## config.mk

```make
export PLATFORM = sky130hd
export DESIGN_NAME = wb_ctrl
export DESIGN_NICKNAME = d
export VERILOG_FILES = /design/src/rtl/wb_ctrl.sv
export SDC_FILE = /design/constraint.sdc
export NUM_CORES = 1
export LEC_CHECK = 0
export CORE_MARGIN = 2
export CORE_UTILIZATION = 37
export CTS_BUF_LIST = sky130_fd_sc_hd__clkbuf_4 sky130_fd_sc_hd__clkbuf_8
export CTS_CLUSTER_SIZE = 12
export DETAILED_ROUTE_END_ITERATION = 12
export GPL_TIMING_DRIVEN = 0
export PLACE_DENSITY_LB_ADDON = 0.15
export SLEW_MARGIN = 20
export SYNTH_ARGS = -nofsm -noshare
export SYNTH_HDL_FRONTEND = slang
export SYNTH_SLANG_ARGS = --single-unit
```

## constraint.sdc

```tcl
create_clock -name clk -period 5.45 [get_ports clk]
set_input_delay 1.09 -clock clk [delete_from_list [all_inputs] [get_ports clk]]
set_output_delay 1.09 -clock clk [all_outputs]
set_load 0.02 [all_outputs]
```

## src/rtl/wb_ctrl.sv

```systemverilog
// Writeback controller: merges ALU and memory results onto the register-file
// write port, queueing losing memory results in a small squashable FIFO.
module wb_ctrl #(
  parameter int XLEN  = 32,
  parameter int AW    = 5,
  parameter int DEPTH = 2
) (
  input  logic              clk,
  input  logic              rst,
  input  logic              ex_valid_i,
  input  logic [AW-1:0]     ex_rd_addr_i,
  input  logic [XLEN-1:0]   ex_rd_data_i,
  input  logic              mem_valid_i,
  output logic              mem_ready_o,
  input  logic [AW-1:0]     mem_rd_addr_i,
  input  logic [XLEN-1:0]   mem_rd_data_i,
  output logic              wr_en,
  output logic [AW-1:0]     rd_addr_o,
  output logic [XLEN-1:0]   rd_data_o,
  output logic [2**AW-1:0]  pending_o
);

  localparam int PW = $clog2(DEPTH);
  localparam int CW = PW + 1;
  localparam int NR = 2**AW;

  logic [PW-1:0]   rd_ptr_q, rd_ptr_d;
  logic [PW-1:0]   wr_ptr_q, wr_ptr_d;
  logic [CW-1:0]   cnt_q, cnt_d;
  logic [DEPTH-1:0] vld_q, vld_d;
  logic [AW-1:0]   addr_q [DEPTH];
  logic [AW-1:0]   addr_d [DEPTH];
  logic [XLEN-1:0] data_q [DEPTH];
  logic [XLEN-1:0] data_d [DEPTH];

  logic            wr_en_q, wr_en_d;
  logic [AW-1:0]   wa_q, wa_d;
  logic [XLEN-1:0] wd_q, wd_d;
  logic [NR-1:0]   pend_q, pend_d;

  logic fifo_empty;
  logic mem_fire;
  logic sel_pop;
  logic sel_mem;
  logic push;
  logic pop;
  logic same_rd;

  // No fall-through: readiness looks only at the registered count.
  assign mem_ready_o = !rst && (cnt_q < CW'(DEPTH));

  always_comb begin
    fifo_empty = (cnt_q == '0);
    mem_fire   = mem_valid_i && mem_ready_o;
    sel_pop    = !ex_valid_i && !fifo_empty;
    sel_mem    = !ex_valid_i && fifo_empty && mem_fire;
    push       = mem_fire && !sel_mem &&
                 (mem_rd_addr_i != '0);
    pop        = sel_pop;
    same_rd    = ex_valid_i &&
                 (mem_rd_addr_i == ex_rd_addr_i);
  end

  always_comb begin
    vld_d    = vld_q;
    addr_d   = addr_q;
    data_d   = data_q;
    rd_ptr_d = rd_ptr_q;
    wr_ptr_d = wr_ptr_q;
    cnt_d    = cnt_q;
    // A younger ALU write kills queued writes to the same register.
    for (int i = 0; i < DEPTH; i++) begin
      if (ex_valid_i && addr_q[i] == ex_rd_addr_i) begin
        vld_d[i] = 1'b0;
      end
    end
    if (pop) begin
      vld_d[rd_ptr_q] = 1'b0;
      rd_ptr_d        = rd_ptr_q + PW'(1);
    end
    if (push) begin
      vld_d[wr_ptr_q]  = !same_rd;
      addr_d[wr_ptr_q] = mem_rd_addr_i;
      data_d[wr_ptr_q] = mem_rd_data_i;
      wr_ptr_d         = wr_ptr_q + PW'(1);
    end
    unique case ({push, pop})
      2'b10:   cnt_d = cnt_q + CW'(1);
      2'b01:   cnt_d = cnt_q - CW'(1);
      default: cnt_d = cnt_q;
    endcase
  end

  always_comb begin
    wr_en_d = 1'b0;
    wa_d    = wa_q;
    wd_d    = wd_q;
    unique case (1'b1)
      ex_valid_i: begin
        wr_en_d = (ex_rd_addr_i != '0);
        wa_d    = ex_rd_addr_i;
        wd_d    = ex_rd_data_i;
      end
      sel_pop: begin
        wr_en_d = vld_q[rd_ptr_q];
        wa_d    = addr_q[rd_ptr_q];
        wd_d    = data_q[rd_ptr_q];
      end
      sel_mem: begin
        wr_en_d = (mem_rd_addr_i != '0);
        wa_d    = mem_rd_addr_i;
        wd_d    = mem_rd_data_i;
      end
      default: wr_en_d = 1'b0;
    endcase
  end

  always_comb begin
    pend_d = '0;
    for (int i = 0; i < DEPTH; i++) begin
      if (vld_d[i]) begin
        pend_d[addr_d[i]] = 1'b1;
      end
    end
  end

  always_ff @(posedge clk) begin
    if (rst) begin
      rd_ptr_q <= '0;
      wr_ptr_q <= '0;
      cnt_q    <= '0;
      vld_q    <= '0;
      wr_en_q  <= 1'b0;
      wa_q     <= '0;
      wd_q     <= '0;
      pend_q   <= '0;
      for (int i = 0; i < DEPTH; i++) begin
        addr_q[i] <= '0;
        data_q[i] <= '0;
      end
    end else begin
      rd_ptr_q <= rd_ptr_d;
      wr_ptr_q <= wr_ptr_d;
      cnt_q    <= cnt_d;
      vld_q    <= vld_d;
      wr_en_q  <= wr_en_d;
      wa_q     <= wa_d;
      wd_q     <= wd_d;
      pend_q   <= pend_d;
      for (int i = 0; i < DEPTH; i++) begin
        addr_q[i] <= addr_d[i];
        data_q[i] <= data_d[i];
      end
    end
  end

  assign wr_en     = wr_en_q;
  assign rd_addr_o = wa_q;
  assign rd_data_o = wd_q;
  assign pending_o = pend_q;

endmodule
```

Yosys cells after proc, flatten, opt, wreduce, memory -nomap -nowiden
Cells that the tools add are included.
{"block": "totals", "register_bits": 150, "out_inout_bits": 71, "wordCells": 97}
{"block": "op_classes", "n_addsub": 4, "magnitude_cmp": 12, "eq_ne": 5, "muxes": 34, "bitwise": 5, "reduce_logical": 25}
{"cell": "32-bit two-way mux", "n": 6}
{"cell": "32-bit case mux with 3 select lines", "n": 1}
{"cell": "64-bit bitwise mux", "n": 1}
{"cell": "32-bit demux with 1-bit select", "n": 1}
{"cell": "32-bit bitwise OR", "n": 1}
{"cell": "5-bit two-way mux", "n": 4}
{"cell": "5-bit equality test", "n": 3}
{"cell": "1-bit logical AND", "n": 15}
{"cell": "5-bit case mux with 3 select lines", "n": 1}
{"cell": "5-bit by 6-bit less-than comparator with 1-bit output (second input constant)", "n": 2}
{"cell": "10-bit bitwise mux", "n": 1}
{"cell": "1-bit demux with 5-bit select", "n": 2}
{"cell": "5-bit by 1-bit greater-or-equal comparator with 1-bit output (second input constant)", "n": 2}
{"cell": "10-bit two-way mux", "n": 1}
{"cell": "5-bit nonzero test", "n": 2}
{"cell": "1-bit two-way mux", "n": 8}
{"cell": "5-bit demux with 1-bit select", "n": 1}
{"cell": "1-bit logical NOT", "n": 5}
{"cell": "2-bit greater-or-equal comparator (second input constant)", "n": 2}
{"cell": "1-bit by 2-bit less-than comparator with 1-bit output (second input constant)", "n": 2}
{"cell": "2-bit two-way mux", "n": 2}
{"cell": "1-bit inverter with 2-bit output", "n": 2}
{"cell": "2-bit case mux with 2 select lines", "n": 1}
{"cell": "1-bit case mux with 3 select lines", "n": 1}
{"cell": "other kinds (15)", "n": 18}

Depth between registers and ports, before layout
Gate-level depths: netlist of run 1.
{"block": "depth", "ltp_word": 15, "mapped_depth": 9, "mapped_depth_nobuf": 7}

Worst setup path before layout of run 1
No wires, ideal clock.
{"block": "synth_timing", "kind": "input to output", "from": "in rst", "to": "out mem_ready_o", "arrival_ps": 1922, "required_time_ps": 4360, "path_slack_ps": 2438, "path_stages": 4, "path_buffers": 3, "path_cell_list": "buf_4 -> clkbuf_1 -> clkbuf_1 -> nor2_1"}
{"block": "synth_between", "elab_chain_cells": 2}
{"item": "start: declaration", "line": "9", "text": "input logic rst,"}
{"item": "1-bit logical NOT", "line": "50", "text": "assign mem_ready_o = !rst && (cnt_q < CW'(DEPTH));"}
{"item": "1-bit logical AND", "line": "50"}
{"item": "end: declaration", "line": "14", "text": "output logic mem_ready_o,"}
No other way between the ends.

Final worst setup path of run 1
Ends and elaborated chain as after synthesis.

==> impl_results.md, run 1 <==
- Ranking of synthesized cells by area: dfxtp_1, nand2_1, a21oi_1
- TritonCTS Buffers: 17
- Nets: roughly 1100
- WP data required: 4.36 ns
- Antenna violations before repair: 1
- CP most frequent cell: clkbuf_1
- Number of setup buffers added after CTS: 0
- Mapped Area: between 6000 and 7000 µm²
- Synthesized flop and latch total: 150
- HPWL after detailed placement: 16070 µm
- Post-synth top cells: nand2_1, dfxtp_1, a21oi_1
- Clk Latency, worst-skew pair: about 0.47 ns
- Synthesized Nets: slightly above 900
- WL/cell: 18.01 µm
- Fin crit share: between 70% and 80%
- Post-DRT Antenna Nets: 0
- Max FO, Critical Path: 10
- RR Endpoint: rd_addr_o[4]
- Maximum clock insertion buffer count: 2
- Fillers: around 1900
- Post-synthesis cell type count: 45
- # setup viols final: 0
- Reg2Reg Depth: 7
- Total Power: approximately 3.2 mW
- Synth Area in XOR/XNOR: 2.186%
- DR pass1 iterations: 7
- Syn Inst Count: ~840
- Share of post-route cells with drive strength above 1: roughly 7.0%
- RSZ-0062 raised after global routing: no
- CP max stage delay: approximately 0.56 ns
- Mux cell area share after synthesis: 5.585%
- Gpl congestion: 0.9189
- Sequential share of the synthesized area: 44.09%
- Number of remaining DRC errors: 0
- EDFF count, synth: 0
- DR iter-0 viols: between 500 and 600
- TNS Setup: 0 ns
- CTS tree: built
- Number of port buffers: between 100 and 150
- Worst Path Arrival: roughly 2.8 ns
- Area growth syn-to-layout: 31.18%
- Crit path cell chain: buf_4, clkbuf_1, clkbuf_1, nor2_1, clkdlybuf4s50_1
- Post-synth ARST share: 0%
- Main combinational cell family by area after synthesis: compound AO/OA/AOI/OAI gates
- Final Hold Fails: 0
- Die area: 19510 µm²
- H-tree levels: 4
- Post-synth top area share: between 40% and 50%
- Area occupied by multi-input gates: between 3000 and 4000 µm²
- Gr usage total: a little under a quarter
- Count leader, synth: nand2_1
- Clock Skew: approximately 0.017 ns
- Via count: ~6800
- Warnings, synthesis: 0
- FF-to-FF Start: cnt_q[0]
- Maxcap violations: 0
- DRT Wirelength: between 20000 and 25000 µm
- R2r setup slk: 2.71 ns
- Root Buffer: clkbuf_8
- IO Pins: around 150
- Hold_buf cts: 0
- Compound-cell area share of the yosys netlist: 23.04%
- Cts repair resizes: 0
- Core area: between 15000 and 20000 µm²
- Vias in the first global route: approximately 6600
- Critical path type: primary input to output port
- HP Class: register to register
- Slew @ Worst Pin: 0.8721 ns
- Simple-Gate Fraction of Synth Area: about 19%
- Worst setup path endpoint: mem_ready_o
- Via density: around 5.5
- Rel. slew slack: about two fifths
- Adder-Cell Fraction of Synth Area: 0.1837%
- Mean area per synthesized cell: 8.069 µm²
- Static Leak: 2.918 nW
- GRT Residual Overflow: 0
- Sinks on Clock Net: 150
- Pwr dens: roughly 360 nW/µm²
- Crit-path slowest cell: clkdlybuf4s50_1
- Ys flop type: dfxtp_1
- Num rows: 49
- Largest net degree at the start of global routing: 17
- Antenna diode count: 0
- Initial Util: between 30 and 40%
- Worst Setup SP: rst
- Die height: 139.7 µm
- First-pass GRT wire length: between 30000 and 40000 µm
- Area leader, netlist: dfxtp_1
- Clk slew on worst S/H paths: 0.07 ns
- Critical path startpoint category: primary input
- Status: finished, final reports clean
- Die X: about 140 µm
- Peak supply drop: about 0.18 mV
- Storage cell area: between 3000 and 4000 µm²
- FMAX: ~260 MHz
- Min Clock Period, post-route: a little under 4 ns
- Final Max Slew Viols: 0
- Crit end category: output port
==> critical path: cells and delay by family <==
| kind | cells | cell delay, ns |
|---|---|---|
| buf+inv | 4 | 1.57 |
| simple gates | 1 | 0.13 |
==> per-layer routing <==
metal	vias up	part of all wire, %	global-route usage, %
met5	-	0.058	0
met4	2	2.0	7.895
met3	36	5.8	4.783
met2	226	48	38.31
met1	3227	44	29.71
li1	3330	-	-
==> where the power goes <==
group | switching, mW | internal (mW)
Sequential | 0.0585 | 1.21
Combinational | 0.643 | 0.410
Clock | 0.436 | 0.488
==> layout make-up <==
cell class / instances / share of cell area (%)
sequential: 150 / 33.61
tap: 229 / 3.207
inverter: 9 / 0.3782
clock inverter: 12 / 1.681
clock buffer: 20 / 3.081
multi-input combinational: 607 / 38.39
timing repair buffer: 141 / 15.80
buffer: 78 / 3.852
==> state kept, by name, indices dropped and copies added, names as in the netlist <==
register	flops
pending_o	32
wr_ptr_q	1
data_q	64
cnt_q	2
wr_en	1
rd_ptr_q	1
rd_addr_o	5
addr_q	10
rd_data_o	32
vld_q	2
==> kinds of logic after synthesis <==
group | after synthesis
simple gates | 310
buf+inv | 87
fa+ha+maj | 1
compound gates | 241
mux | 38
xor+xnor | 17
flops | 150
==> placed cells by master (no fill, tap or decap), drive strengths merged, types with 5 or more instances in the layout <==
master	Yosys	layout
a21oi	92	92
a221oi	37	37
buf	29	29
clkbuf	49	69
clkdlybuf4s50	0	141
clkinv	0	5
dfxtp	150	150
inv	9	10
mux2i	38	38
nand2	167	167
nand3	8	8
nor2	57	57
nor2b	9	9
nor3	59	59
o211ai	11	11
o21ai	44	44
o22ai	20	20
o32ai	22	22
xnor2	5	5
xor2	12	12
==> how the worst min path moves through the flow <==
stage                from          to  cells past startpoint  slack (ns)
6_report       data_q[25]  data_q[25]                      2        0.46
4_1_cts        data_q[18]  data_q[18]                      2        0.46
5_1_grt        data_q[22]  data_q[22]                      2        0.47
3_5_place_dp   data_q[18]  data_q[18]                      2        0.45
3_3_place_gp   data_q[29]  data_q[29]                      2        0.44
2_1_floorplan  data_q[32]  data_q[32]                      2        0.44
==> metrics by stage <==
stage	cells	worst slack, ns	instance area [µm²]	utilization (%)	hold WS, ns
finish	1246	1.558	8934	49.56	0.4564
global route	1246	1.475	8934	49.56	0.4731
CTS	1246	1.570	8934	49.56	0.4574
detailed placement	1214	1.430	8508	47.20	0.4461
global placement	1214	1.478	8508	47.20	0.4412
floorplan	844	2.438	6810	-	0.4357
Note: power is estimated with default switching activity, not from simulation.
==> run 2, diff against run 1 <==
==> constraint.sdc (replaced) <==
create_clock -name clk -period 3.14 [get_ports clk]
set_input_delay 0.628 -clock clk [delete_from_list [all_inputs] [get_ports clk]]
set_output_delay 0.628 -clock clk [all_outputs]
set_load 0.02 [all_outputs]
==> impl_results.md, run 2 (same netlist as run 1, synthesis figures left out) <==
- Met2 routed WL: around 11000 µm
- First-pass GRT wire length: roughly 36000 µm
- Number of remaining DRC errors: 0
- Hold_buf cts: 0
- Post-DRT Antenna Nets: 0
- CTS tree: built
- Final non-filler cell total: around 1200
- Via count: between 6000 and 7000
- Crit-path slowest cell: clkdlybuf4s50_1
- Via density: around 5.5
- Final Max Slew Viols: 0
- Final Hold Fails: 0
- GRT Residual Overflow: 0
- Critical path startpoint category: primary input
- Hold Path Stages: 2
- Root Buffer: clkbuf_8
- Peak supply drop: approximately 0.31 mV
- Die area: 19510 µm²
- # setup viols final: 0
- FMAX: roughly 340 MHz
- Initial Util: between 30% and 40%
- Number of port buffers: ~140
- Placed inst area: 8508 µm²
- Core area: about 18000 µm²
- Most frequent cells in the layout: nand2_1, dfxtp_1, clkdlybuf4s50_1
- Maximum clock insertion buffer count: 2
- Crit end category: output port
- Die height: ~140 µm
- IO Pins: 149
- TritonCTS Buffers: 17
- Largest net degree at the start of global routing: 17
- Rel. slew slack: around 43%
- Most common cell after layout, fill and taps aside: nand2_1
- Antenna diode count: 0
- Nets: about 1100
- Clk Latency, worst-skew pair: roughly 0.48 ns
- CP Buf/Inv Count: 4
- TNS Setup: 0 ns
- Uppermost layer routed: met5
- Reg2Reg Depth: 6
- Sinks on Clock Net: 150
- Fillers: around 1900
- Max FO, Critical Path: 10
- CP most frequent cell: clkbuf_1
- Vias in the first global route: 6631
- DR iter-0 viols: around 480
- WL/cell: between 15 and 20 µm
- Clk slew on worst S/H paths: roughly 0.080 ns
- Min Clock Period, post-route: ~3 ns
- RSZ-0062 raised after global routing: no
- Clock Skew: between 0.01 and 0.015 ns
- Logic pwr share: around 33%
- Max FFs per register: 64
- HPWL after detailed placement: 16070 µm
- Worst Path Arrival: 2.34 ns
- Critical path type: primary input to output port
- Gr usage total: 22.99%
- Die X: approximately 140 µm
- DRT met1 WL: ~9900 µm
- Sw power: about 2 mW
- Met3 wire length: 1281 µm
- DRT Wirelength: roughly 22000 µm
- Placed cell count: 1214
- CP max stage delay: between 0.5 and 0.6 ns
- Reg power frac: between 30% and 40%
- Static Leak: slightly below 3 nW
- Antenna violations before repair: 1
- Maxcap violations: 0
- HP Class: register to register
- WP data required: roughly 2.5 ns
- Slew @ Worst Pin: 0.8599 ns
- Cell class contributing the biggest share of worst-path delay: buffers and inverters
- Status: finished, final reports clean
- Number of setup buffers added after CTS: 0
- Crit path cell chain: buf_4, clkbuf_1, clkbuf_1, nor2_1, clkdlybuf4s50_1
- Share of post-route cells with drive strength above 1: roughly 7.2%
- Gpl congestion: roughly 0.92
- Design area: 8937 µm²
- Fin crit share: about 95%
- Power share of the clock group: between 20% and 30%
- Sw frac: a little over a third
- Critical path depth: 5
- DR pass1 iterations: 7
- Pwr dens: approximately 630 nW/µm²
- H-tree levels: 4
- Largest Register: data_q
- Num rows: between 40 and 50
- Area growth syn-to-layout: 31.23%
- Pint: between 3 and 4 mW
- Cts repair resizes: 0
-- run 2: cell type report --
type,instances,area [µm²],share of cell area [%]
Buffer,78,345.3,3.864
Clock buffer,20,275.3,3.080
Clock inverter,12,150.1,1.680
Inverter,9,33.78,0.3780
Multi-Input combinational cell,607,3432,38.40
Sequential cell,150,3003,33.60
Tap cell,229,286.5,3.206
Timing Repair Buffer,141,1411,15.79
-- run 2: final timing paths --
| kind | startpoint | endpoint | slack [ns] |
|---|---|---|---|
| hold / removal | data_q[28] | data_q[28] | 0.46 |
| setup reg to reg | cnt_q[1] | pending_o[30] | 0.62 |
| hold reg to reg | data_q[28] | data_q[28] | 0.46 |
| setup / recovery | rst | mem_ready_o | 0.17 |
-- run 2: layer usage --
layer | GRT usage [%] | vias up
met5 | 0 | -
met1 | 29.71 | 3231
li1 | - | 3335
met2 | 38.31 | 225
met3 | 4.783 | 49
met4 | 7.895 | 2
-- run 2: power groups by stage --
stage / Clock, mW / Combinational, mW / Sequential (mW)
2_1_floorplan: 0 / 0.935 / 2.39
3_3_place_gp: 0 / 1.81 / 2.24
3_5_place_dp: 0 / 1.82 / 2.24
4_1_cts: 1.63 / 1.83 / 2.20
5_1_grt: 1.70 / 2.00 / 2.22
6_report: 1.60 / 1.83 / 2.20
-- run 2: tightest hold or removal path: stages (launching register included) --
cell and delay [ns]:
dfxtp_1 0.31, nand2_1 0.05, a21oi_1 0.05
-- run 2: metrics by stage --
stage | util (%) | power, mW | setup WS [ns] | hold slack [ns]
floorplan | - | 3.322 | 0.6185 | 0.4357
detailed placement | 47.20 | 4.055 | -0.4180 | 0.4461
global route | 49.58 | 5.923 | 0.0008435 | 0.4731
global placement | 47.20 | 4.050 | -0.3696 | 0.4412
finish | 49.58 | 5.633 | 0.1702 | 0.4571
CTS | 49.56 | 5.651 | 0.06153 | 0.4574
==> run 3, diff against run 2 <==
--- a/config.mk
+++ b/config.mk
@@ -10,7 +10,6 @@
 export CTS_BUF_LIST = sky130_fd_sc_hd__clkbuf_4 sky130_fd_sc_hd__clkbuf_8
 export CTS_CLUSTER_SIZE = 12
 export DETAILED_ROUTE_END_ITERATION = 12
-export GPL_TIMING_DRIVEN = 0
 export PLACE_DENSITY_LB_ADDON = 0.15
 export SLEW_MARGIN = 20
 export SYNTH_ARGS = -nofsm -noshare
==> impl_results.md, run 3 (same netlist as run 1, synthesis figures left out) <==
- GRT Residual Overflow: 0
- CTS tree: built
- Pint: ~3.7 mW
- DRT Wirelength: 20700 µm
- Design area: roughly 9000 µm²
- Initial Util: 37.78%
- DP Worst Slack: 0.2050 ns
- Largest Register: data_q
- Static Leak: 2.957 nW
- HPWL after detailed placement: 13390 µm
- TNS Setup: 0 ns
- Final Max Slew Viols: 0
- Critical path type: primary input to register
- DR pass1 iterations: 5
- # setup viols final: 0
- Via count: ~6600
- Clk Latency, worst-skew pair: approximately 0.46 ns
- Slew @ Worst Pin: a little over 1 ns
- Core area: 18020 µm²
- WP data required: between 3 and 4 ns
- FMAX: approximately 410 MHz
- Clk slew on worst S/H paths: ~0.080 ns
- Gpl congestion: just over 0.9
- Setup ws final: about 0.67 ns
- Rel. slew slack: around 31%
- Root Buffer: clkbuf_8
- Antenna violations before repair: 0
- Status: finished, final reports clean
- Sinks on Clock Net: 150
- Via density: about 5.5
- Total Power: approximately 5.6 mW
- Cts repair resizes: 0
- WL/cell: 17.09 µm
- Most frequent cells in the layout: nand2_1, dfxtp_1, clkdlybuf4s50_1
- Most common cell after layout, fill and taps aside: nand2_1
- Cell class contributing the biggest share of worst-path delay: compound AO/OA/AOI/OAI gates
- Max FFs per register: 64
- Placed inst area: 8598 µm²
- DR iter-0 viols: around 500
- Fin crit share: roughly four fifths
- RSZ-0062 raised after global routing: no
- Maxcap violations: 0
- Worst Path Arrival: about 2.9 ns
- Largest net degree at the start of global routing: 73
- Sw frac: between 30% and 40%
- Share of post-route cells with drive strength above 1: between 8 and 9%
- Min Hold Slack: approximately 0.46 ns
- Maximum clock insertion buffer count: 2
- TritonCTS Buffers: 17
- First-pass GRT wire length: between 30000 and 40000 µm
- Hold_buf cts: 0
- IO Pins: 149
- Antenna diode count: 0
- Final Hold Fails: 0
- Min Clock Period, post-route: between 2 and 2.5 ns
- Peak supply drop: approximately 0.38 mV
- Crit-path slowest cell: clkdlybuf4s50_1
- Gr usage total: roughly a fifth
- Sw power: ~1.9 mW
- CP Buf/Inv Count: 3
- Reg power frac: between 30 and 40%
- Crit path cell chain: clkdlybuf4s50_1, or3b_4, a211oi_4, inv_2, a311oi_2, a32oi_2, buf_4, o22ai_1
- Num rows: 49
- Critical path startpoint category: primary input
- HP Class: register to register
- Die area: 19510 µm²
- Number of setup buffers added after CTS: 0
- Nets: roughly 1000
- Vias in the first global route: approximately 6400
- Post-DRT Antenna Nets: 0
- CP max stage delay: approximately 0.48 ns
- Power share of the clock group: between 20 and 30%
- Crit end category: register
- Logic pwr share: between 30% and 40%
- Clock Skew: 0.009697 ns
- Number of remaining DRC errors: 0
- Number of port buffers: ~150
- Pwr dens: approximately 620 nW/µm²
- Area growth syn-to-layout: 32.65%
- Max FO, Critical Path: 16
- Die height: roughly 140 µm
- Die X: about 140 µm
- H-tree levels: 4
[run 3: cell count changes in the layout (fill, tap and decap cells not counted), moves of 5 or more]
cell,previous run,this run
buf_2,23,0
clkbuf_1,48,0
buf_12,0,5
buf_4,4,32
clkdlybuf4s50_1,141,147
[run 3: layout make-up]
cell class                 count  area, µm²
tap                          229      286.5
fill                        1783       8991
timing repair buffer         184       1812
inverter                       9      33.78
sequential                   150       3004
multi-input combinational    607       3462
clock buffer                  21      289.0
clock inverter                11      146.4
[run 3: metrics by stage]
step           instances  utilization [%]
2_1_floorplan        844                -
3_3_place_gp        1179            47.70
3_5_place_dp        1179            47.70
4_1_cts             1211            50.12
5_1_grt             1211            50.12
6_report            1211            50.12
[run 3: final timing paths]
| path | startpoint | endpoint | slack, ns | cells past startpoint |
|---|---|---|---|---|
| setup / recovery | mem_valid_i | pending_o[23] | 0.67 | 8 |
| hold / removal | data_q[60] | data_q[60] | 0.46 | 2 |
| setup reg to reg | cnt_q[1] | pending_o[23] | 0.95 | 7 |
| hold reg to reg | data_q[60] | data_q[60] | 0.46 | 2 |
[run 3: power by group through the flow]
| stage | logic, mW | clock network [mW] | registers [mW] |
|---|---|---|---|
| finish | 1.79 | 1.63 | 2.22 |
| floorplan | 0.935 | 0 | 2.39 |
| detailed placement | 1.80 | 0 | 2.26 |
| global route | 1.97 | 1.75 | 2.24 |
| global placement | 1.80 | 0 | 2.26 |
| CTS | 1.81 | 1.67 | 2.22 |
[run 3: metal layers]
metal / vias to the layer above / track usage, % / part of all wire, %
li1: 3256 / - / -
met1: 3152 / 27.01 / 45
met2: 203 / 35.71 / 48
met3: 28 / 5.058 / 5.2
met4: 0 / 7.053 / 1.7
met5: - / 0 / 0
[run 3: tightest hold or removal path, stage by stage (launching register included)]
cell	delay, ns
dfxtp_1	0.31
nand2_1	0.05
a21oi_1	0.05
